--- src/rtl/branch_tag_unit_pkg.sv ---
// Shared backend types for the EBR branch-tag pool: tag/mask widths and the
// registered branch-resolution record.
package backend_types;

    localparam int NUM_TAGS = 4;
    localparam int TAG_W    = $clog2(NUM_TAGS);

    typedef logic [TAG_W-1:0]    branch_tag_t;
    typedef logic [NUM_TAGS-1:0] branch_mask_t;

    typedef struct packed {
        branch_tag_t tag;
        logic        mispredict;
        logic [31:0] target;
    } brb_result_t;

    function automatic branch_mask_t tag_onehot(input branch_tag_t t);
        branch_mask_t m;
        m    = '0;
        m[t] = 1'b1;
        return m;
    endfunction

endpackage

--- src/rtl/brb_itf.sv ---
// Branch broadcast bus: one resolved tag per cycle, flagged clean or kill.
interface brb_itf #(
    parameter int TAG_W = 2
);
    logic             broadcast;
    logic [TAG_W-1:0] tag;
    logic             clean;
    logic             kill;

    modport responder (output broadcast, output tag, output clean, output kill);
    modport consumer  (input broadcast, input tag, input clean, input kill);
endinterface

--- src/rtl/branch_tag_unit_freelist.sv ---
// Busy vector of the branch-tag pool with lowest-free-tag priority encoder and
// full detect. Frees (clr_mask) and grants (set_mask) apply on the same edge.
module branch_tag_freelist #(
    parameter int NUM_TAGS = 4,
    parameter int TAG_W    = $clog2(NUM_TAGS)
) (
    input  logic                clk,
    input  logic                rst,
    input  logic [NUM_TAGS-1:0] set_mask,
    input  logic [NUM_TAGS-1:0] clr_mask,
    output logic [NUM_TAGS-1:0] busy,
    output logic [TAG_W-1:0]    free_tag,
    output logic                full
);

    always_ff @(posedge clk) begin
        if (rst) begin
            busy <= '0;
        end else begin
            busy <= (busy & ~clr_mask) | set_mask;
        end
    end

    // Scan downward so the lowest free index wins.
    always_comb begin
        free_tag = '0;
        for (int i = NUM_TAGS - 1; i >= 0; i--) begin
            if (!busy[i]) begin
                free_tag = TAG_W'(i);
            end
        end
    end

    assign full = &busy;

endmodule

--- src/rtl/branch_tag_unit.sv ---
// EBR branch-tag pool: tag allocation at dispatch, resolution broadcast
// (clean/kill) and front-end redirect. Optional counters under BRANCH_STATS_EN.
module branch_tag_unit #(
    parameter int NUM_TAGS = backend_types::NUM_TAGS,
    parameter int TAG_W    = $clog2(NUM_TAGS)
) (
    input  logic                clk,
    input  logic                rst,
    input  logic                alloc_req,
    output logic                alloc_ready,
    output logic [TAG_W-1:0]    alloc_tag,
    output logic [NUM_TAGS-1:0] live_mask,
    input  logic                res_valid,
    input  logic [TAG_W-1:0]    res_tag,
    input  logic                res_mispredict,
    input  logic [31:0]         res_target,
    output logic                res_ready,
    output logic                brb_broadcast,
    output logic [TAG_W-1:0]    brb_tag,
    output logic                brb_clean,
    output logic                brb_kill,
    output logic                redirect_valid,
    output logic [31:0]         redirect_pc
`ifdef BRANCH_STATS_EN
    ,
    output logic [31:0]         stat_resolved,
    output logic [31:0]         stat_mispredict
`endif
);
    import backend_types::*;

    logic [NUM_TAGS-1:0] busy;
    logic [TAG_W-1:0]    free_tag;
    logic                full;
    logic [NUM_TAGS-1:0] set_mask;
    logic [NUM_TAGS-1:0] clr_mask;
    logic [NUM_TAGS-1:0] dep_mask [NUM_TAGS];
    logic [NUM_TAGS-1:0] live_q;
    logic [NUM_TAGS-1:0] bc_onehot;
    logic [NUM_TAGS-1:0] squash;
    logic                clean_now;
    logic                kill_now;
    logic                alloc_fire;
    logic                res_accept;

    logic                vld_p1;
    brb_result_t         res_p1;

    branch_tag_freelist #(
        .NUM_TAGS (NUM_TAGS),
        .TAG_W    (TAG_W)
    ) u_freelist (
        .clk      (clk),
        .rst      (rst),
        .set_mask (set_mask),
        .clr_mask (clr_mask),
        .busy     (busy),
        .free_tag (free_tag),
        .full     (full)
    );

    assign bc_onehot = NUM_TAGS'(1) << res_p1.tag;
    assign clean_now = vld_p1 & ~res_p1.mispredict;
    assign kill_now  = vld_p1 &  res_p1.mispredict;

    // Squash set of a kill: the tag itself plus every live branch younger than it.
    always_comb begin
        squash = '0;
        if (kill_now) begin
            squash = bc_onehot;
            for (int x = 0; x < NUM_TAGS; x++) begin
                if (busy[x] && dep_mask[x][res_p1.tag]) begin
                    squash[x] = 1'b1;
                end
            end
        end
    end

    assign clr_mask    = kill_now ? squash : (clean_now ? bc_onehot : '0);
    assign live_mask   = live_q & ~(clean_now ? bc_onehot : '0);
    assign alloc_ready = ~full & ~kill_now;
    assign alloc_tag   = free_tag;
    assign alloc_fire  = alloc_req & alloc_ready;
    assign set_mask    = alloc_fire ? (NUM_TAGS'(1) << free_tag) : '0;
    assign res_accept  = res_valid & busy[res_tag] & ~squash[res_tag];
    assign res_ready   = 1'b1;

    always_ff @(posedge clk) begin
        if (rst) begin
            live_q <= '0;
        end else begin
            live_q <= (live_q & ~clr_mask) | set_mask;
        end
    end

    // A fresh grant captures the bypassed live mask, so a same-cycle clean never leaks in.
    always_ff @(posedge clk) begin
        for (int x = 0; x < NUM_TAGS; x++) begin
            if (rst) begin
                dep_mask[x] <= '0;
            end else if (set_mask[x]) begin
                dep_mask[x] <= live_mask;
            end else if (squash[x]) begin
                dep_mask[x] <= '0;
            end else if (clean_now) begin
                dep_mask[x] <= dep_mask[x] & ~bc_onehot;
            end
        end
    end

    // ---- stage p1: registered resolution driving the broadcast bus ----
    always_ff @(posedge clk) begin
        if (rst) begin
            vld_p1 <= 1'b0;
            res_p1 <= '0;
        end else begin
            vld_p1 <= res_accept;
            if (res_accept) begin
                res_p1.tag        <= res_tag;
                res_p1.mispredict <= res_mispredict;
                res_p1.target     <= res_target;
            end else begin
                res_p1 <= '0;
            end
        end
    end

    brb_itf #(.TAG_W(TAG_W)) brb ();

    assign brb.broadcast = vld_p1;
    assign brb.tag       = res_p1.tag;
    assign brb.clean     = clean_now;
    assign brb.kill      = kill_now;

    assign brb_broadcast  = brb.broadcast;
    assign brb_tag        = brb.tag;
    assign brb_clean      = brb.clean;
    assign brb_kill       = brb.kill;
    assign redirect_valid = kill_now;
    assign redirect_pc    = res_p1.target;

`ifdef BRANCH_STATS_EN
    always_ff @(posedge clk) begin
        if (rst) begin
            stat_resolved   <= '0;
            stat_mispredict <= '0;
        end else if (vld_p1) begin
            stat_resolved <= stat_resolved + 32'd1;
            if (res_p1.mispredict) begin
                stat_mispredict <= stat_mispredict + 32'd1;
            end
        end
    end
`endif

endmodule

--- config.mk ---
export PLATFORM = sky130hd
export DESIGN_NAME = branch_tag_unit
export DESIGN_NICKNAME = d
export VERILOG_FILES = /design/src/rtl/branch_tag_unit_pkg.sv /design/src/rtl/brb_itf.sv /design/src/rtl/branch_tag_unit_freelist.sv /design/src/rtl/branch_tag_unit.sv
export SDC_FILE = /design/constraint.sdc
export NUM_CORES = 1
export LEC_CHECK = 0
export CAP_MARGIN = 20
export CORE_UTILIZATION = 51
export CTS_CLUSTER_DIAMETER = 30
export DETAILED_ROUTE_END_ITERATION = 6
export PLACE_DENSITY = 0.85
export SETUP_SLACK_MARGIN = 0.15
export SKIP_LAST_GASP = 1
export SYNTH_ARGS = -nofsm -noshare
export SYNTH_HDL_FRONTEND = slang
export SYNTH_SLANG_ARGS = --single-unit
--- constraint.sdc ---
create_clock -name clk -period 3.05 [get_ports clk]
set_input_delay 0.4575 -clock clk [delete_from_list [all_inputs] [get_ports clk]]
set_output_delay 0.4575 -clock clk [all_outputs]
set_load 0.05 [all_outputs]
# Yosys cells after proc, flatten, opt, wreduce, memory -nomap -nowiden
# Memories as Yosys holds them, arrays and structs flattened.
# Cells that the tools add are included.
classes:
  n_lt_le_gt_ge: 2
  shifts: 2
  muxes: 83
  bitwise: 35
  n_reduce_logical: 6
ops:
  columns: ["op", "n"]
  rows:
  - ["two-way mux 4 bit", 16]
  - ["two-way mux 1 bit", 57]
  - ["AND 4 bit", 7]
  - ["binary-select mux 1 bit (select 2 bit)", 6]
  - ["inverter 4 bit", 3]
  - ["bitwise OR 1 bit", 12]
  - ["two-way mux 2 bit", 4]
  - ["bitwise OR 4 bit", 2]
  - ["<< shifter 1 x 2 -> 4 bit, first input constant", 2]
  - ["AND 1 bit", 6]
  - ["< comparator 2 x 3 -> 1 bit, second input constant", 2]
  - ["inverter 1 bit", 5]
  - ["logical AND 1 bit", 4]
  - ["AND reduction 4 bit", 1]
  - ["OR reduction 2 bit", 1]
word_totals:
  regBits: 44
  ram_bits: 16
  in_bits: 39
  out_inout_bits: 46
  word_cells: 135
  memories: 1
memory_table:
  columns: ["memory", "depth", "word_bits", "rd", "rd_clocked_by_memory_dff", "wr", "line_no", "source"]
  rows:
  - ["dep_mask", 4, 4, 4, 0, 4, "branch_tag_unit.sv:37", "logic [NUM_TAGS-1:0] dep_mask [NUM_TAGS];"]

# Logic depth before layout (Yosys ltp)
logic_depth:
  depth_word: 12
  ltp_mapped: 7
  mapped_depth_nobuf: 4

# Hierarchy
# Synthesis repeated with hierarchy kept, for this count alone.
unflattened:
  cells_unflattened: 290
  area_unflattened_um2: 3032.9
modules_own_cells:
  columns: ["mod", "instances", "cells_per_inst", "area_per_inst_um2", "seq_area_each_um2"]
  rows:
  - ["branch_tag_unit", 1, 268, 2862.7, 1161.1]
  - ["branch_tag_freelist", 1, 22, 170.2, 80.1]

# Worst setup path after synthesis
# OpenSTA, ideal clock, no wires.
synth_path:
  path_type: "reg2out"
  from: "reg vld_p1 (netlist: brb_broadcast)"
  to: "out live_mask[0]"
  arrival_ns: 2.122
  t_required_ns: 2.592
  path_slack_ns: 0.471
  stages_incl_launch_ff: 6
  path_buffers: 2
  path_cell_list: "dfxtp_1 > clkbuf_1 > nand2b_1 > buf_2 > inv_1 > a21oi_1"
synth_via:
  elab_chain_cells: 4
synth_rtl:
  columns: ["element", "line_no", "source"]
  rows:
  - ["from (decl)", "branch_tag_unit.sv:46", "logic vld_p1;"]
  - ["from (signal assigned)", "branch_tag_unit.sv:117", "vld_p1 <= res_accept;"]
  - ["AND 1 bit", "branch_tag_unit.sv:63", "assign clean_now = vld_p1 & ~res_p1.mispredict;"]
  - ["via brb_clean", "branch_tag_unit.sv:20", "output logic brb_clean,"]
  - ["two-way mux 4 bit", "branch_tag_unit.sv:80", "assign live_mask = live_q & ~(clean_now ? bc_onehot : '0);"]
  - ["inverter 4 bit", "branch_tag_unit.sv:80", null]
  - ["AND 4 bit", "branch_tag_unit.sv:80", null]
  - ["to (decl)", "branch_tag_unit.sv:12", "output logic [NUM_TAGS-1:0] live_mask,"]
# The timed path passes the listed nets, and every way through them passes these cells.

# Worst setup path in the final report
layout_path:
  from: "reg res_p1[32] (netlist name)"
  to: "out live_mask[3]"
layout_via:
  elab_chain_cells: 5
layout_rtl:
  columns: ["element", "line_no", "source"]
  rows:
  - ["from (decl)", "branch_tag_unit.sv:47", "brb_result_t res_p1;"]
  - ["inverter 1 bit", "branch_tag_unit.sv:63", null]
  - ["AND 1 bit", "branch_tag_unit.sv:63", null]
  - ["two-way mux 4 bit", "branch_tag_unit.sv:80", null]
  - ["inverter 4 bit", "branch_tag_unit.sv:80", null]
  - ["AND 4 bit", "branch_tag_unit.sv:80", null]
# Every way passes these cells.

==> results.sh <==
export IMPL_drt_iter0_drc=119
export IMPL_grt_max_degree=36
export IMPL_synth_top_cells_by_count="dfxtp_1 (44), buf_4 (41), nor4b_2 (26), a32o_1 (12), edfxtp_1 (12)"
export IMPL_fill_cells=440
export IMPL_timing_fmax_ghz=0.361
export IMPL_synth_yosys_warnings=0
export IMPL_cts_root_buffer="clkbuf_8"
export IMPL_grt_pass1_vias=1939
export IMPL_antenna_found_initial=0
export IMPL_ant_nets=0
export IMPL_cp_startpoint="res_p1[32]"
export IMPL_netlist_top_cells_area="dfxtp_1 (30%), nor4b_2 (13%), edfxtp_1 (12%), buf_4 (11%), a32o_1 (4.1%)"
export IMPL_synth_edf_count=12
export IMPL_slew_violations=0
export IMPL_synth_main_ff_cell="dfxtp_1"
export IMPL_async_flop_share_pct=0
export IMPL_post_cts_setup_buffers=0
export IMPL_status="complete, no violations"
export IMPL_grt_usage_pct=21.8
export IMPL_first_pass_iters=4
export IMPL_finClkSkew_ps=13.0
export IMPL_yosys_cell_types_count=51
export IMPL_wl_per_cell_um=17.6
export IMPL_num_vias=2100
export IMPL_crit_fanout=9
export IMPL_worstPathRequired_ps=2590
export IMPL_rr_worst_depth=6
export IMPL_clk_pin_slew_ps=90
export IMPL_htree_levels=2
export IMPL_synth_nets=293
export IMPL_powerDensity_nw_per_um2=408
export IMPL_numCtsBuffers=5
export IMPL_start_util_pct=53.0
export IMPL_start_kind="flip-flop"
export IMPL_hp_class="reg -> reg"
export IMPL_viasPerCell=5.74
export IMPL_dieArea_sq_um=6030
export IMPL_synth_cells=254
export IMPL_dp_hpwl_um=4740
export IMPL_r2r_slack_ps=870
export IMPL_whs_endpoint="live_q[0]"
export IMPL_cp_buffers_inverters=1
export IMPL_routed_wl_um=6440
export IMPL_crit_path_end_kind="output port"
export IMPL_slowest_stage="clkdlybuf4s50_1"
export IMPL_rows=27
export IMPL_syn_area_sq_um=2920
export IMPL_hold_buffers=0
export IMPL_peakVddDrop_mv=0.212
export IMPL_grt_setup_unrepaired="no"
export IMPL_diodes=0
export IMPL_worstPathCellList="nand2b_1 > o21a_1 > clkdlybuf4s50_1"
export IMPL_layout_drive_gt1_share_pct=19.4
export IMPL_period_needed_ps=2770
export IMPL_yosysMostFrequentCell="dfxtp_1"
export IMPL_clkLatencyLatePin_ps=310
export IMPL_yosysSeqAreaShare_pct=42.5
export IMPL_hp_start="live_q[0]"
export IMPL_power_leakage_uw=0.00123
export IMPL_drv_cap=0
export IMPL_grt_overflow=0
export IMPL_cts_tree="done"
export IMPL_tightest_slew_ps=697
export IMPL_reg2reg_to="redirect_pc[9]"
export IMPL_num_io_pins=85
export IMPL_arrival_ps=2310
export IMPL_clk_path_buf_depth=2
export IMPL_critPathTopFamily="buffers and inverters"
export IMPL_syn_area_per_cell_sq_um=11.5
export IMPL_drc=0
export IMPL_hold_violations=0
export IMPL_fp_dieW_um=77.6
export IMPL_synth_largest_area_cell="dfxtp_1"
export IMPL_ys_seq_elements=56
export IMPL_crit_path_max_incr_delay_ps=870
export IMPL_whs_ps=543
export IMPL_cts_resized=1
export IMPL_setup_viol=0
export IMPL_place_gp_congestion=0.951
export IMPL_fin_crit_sh_pct=90.8
export IMPL_clock_sinks=56
export IMPL_r2r_start="brb_tag[1]"
export IMPL_io_buffers=83
export IMPL_slew_headroom_pct=53.4
export IMPL_setup_tns_final_ps=0
export IMPL_critPathKind="reg -> out"
export IMPL_grt_pass1_wl_um=10100
export IMPL_die_y_um=77.6
export IMPL_area_delta_synth_final_pct=22.3
export IMPL_synth_top_area_share_pct=30.2
export IMPL_holdPathStages=2
export IMPL_design_core_area_sq_um=5510
export IMPL_nNetsFinal=332
-- registers in the layout, indices dropped and copies added, names as in the netlist --
name / cells
redirect_pc: 32
dep_mask: 12
live_q: 4
u_freelist.busy: 4
brb_tag: 2
brb_broadcast: 1
res_p1: 1
-- layer usage --
metal,wire length [um],up-vias,GRT usage [%]
met2,3110,113,35.9
met1,2700,991,28.1
met5,0,-,0
met3,509,12,4.47
li1,-,984,-
met4,122,0,8.11
-- stage by stage --
step	util, %	area (sq um)	total power, uW	worst slack (ps)	std cells
after floorplan	-	2920	983	471	254
after global placement	63.1	3480	1060	512	358
after detailed placement	63.1	3480	1070	484	358
after CTS	64.7	3560	1460	152	366
after global routing	64.8	3570	1510	206	366
final	64.8	3570	1460	281	366
-- power breakdown --
part	internal [uW]	switching (uW)	total (uW)
combinational	114	129	244
clock	164	241	405
sequential	785	22.9	808
-- cells by family (layout without fill, tap and decap cells) --
kind of cell / after synthesis / after routing / synth area share (%)
muxes: 3 / 3 / 1.07
DFF: 56 / 56 / 42.5
other: 1 / 1 / 0.129
AOI/OAI and AO/OA: 49 / 49 / 13.8
and+or+nand+nor: 80 / 80 / 26.5
buffers and inverters: 65 / 105 / 16.0
-- layout by cell type (no fill, tap or decap), drive strengths merged, types with 3 or more instances in the layout --
cell type and n:
nor2 10, a32o 12, inv 9, clkdlybuf4s50 81, edfxtp 12, nand2b 6
o21ai 5, nand2 5, o21a 3, nor2b 5, dfxtp 44, or2 4
buf 7, a21oi 5, clkbuf 5, nor3 6, nor4b 34
-- layout make-up --
type	instances	area, sq um	area share [%]
inverters	7	26.3	0.737
flip-flops and latches	56	1240	34.8
well taps	72	90.1	2.53
clock buffers	5	68.8	1.93
clock inverters	3	20.0	0.561
multi-input cells	133	1210	33.9
repair buffers	90	910	25.5
-- worst reg2reg max path: stages, from the launching register on --
cell	delay (ps)
dfxtp_1	410
buf_4	200
nand2b_2	120
o221ai_1	400
o211a_2	560
buf_12	270
nor4b_1	90
-- how the worst max path moves through the flow --
stage	end	cells after the start	slack [ps]
after floorplan	live_mask[0]	5	470
after global placement	live_mask[0]	4	510
after detailed placement	live_mask[0]	4	480
after CTS	live_mask[1]	4	150
after global routing	live_mask[2]	3	210
final	live_mask[3]	3	280
(Power assumes the default switching activity.)
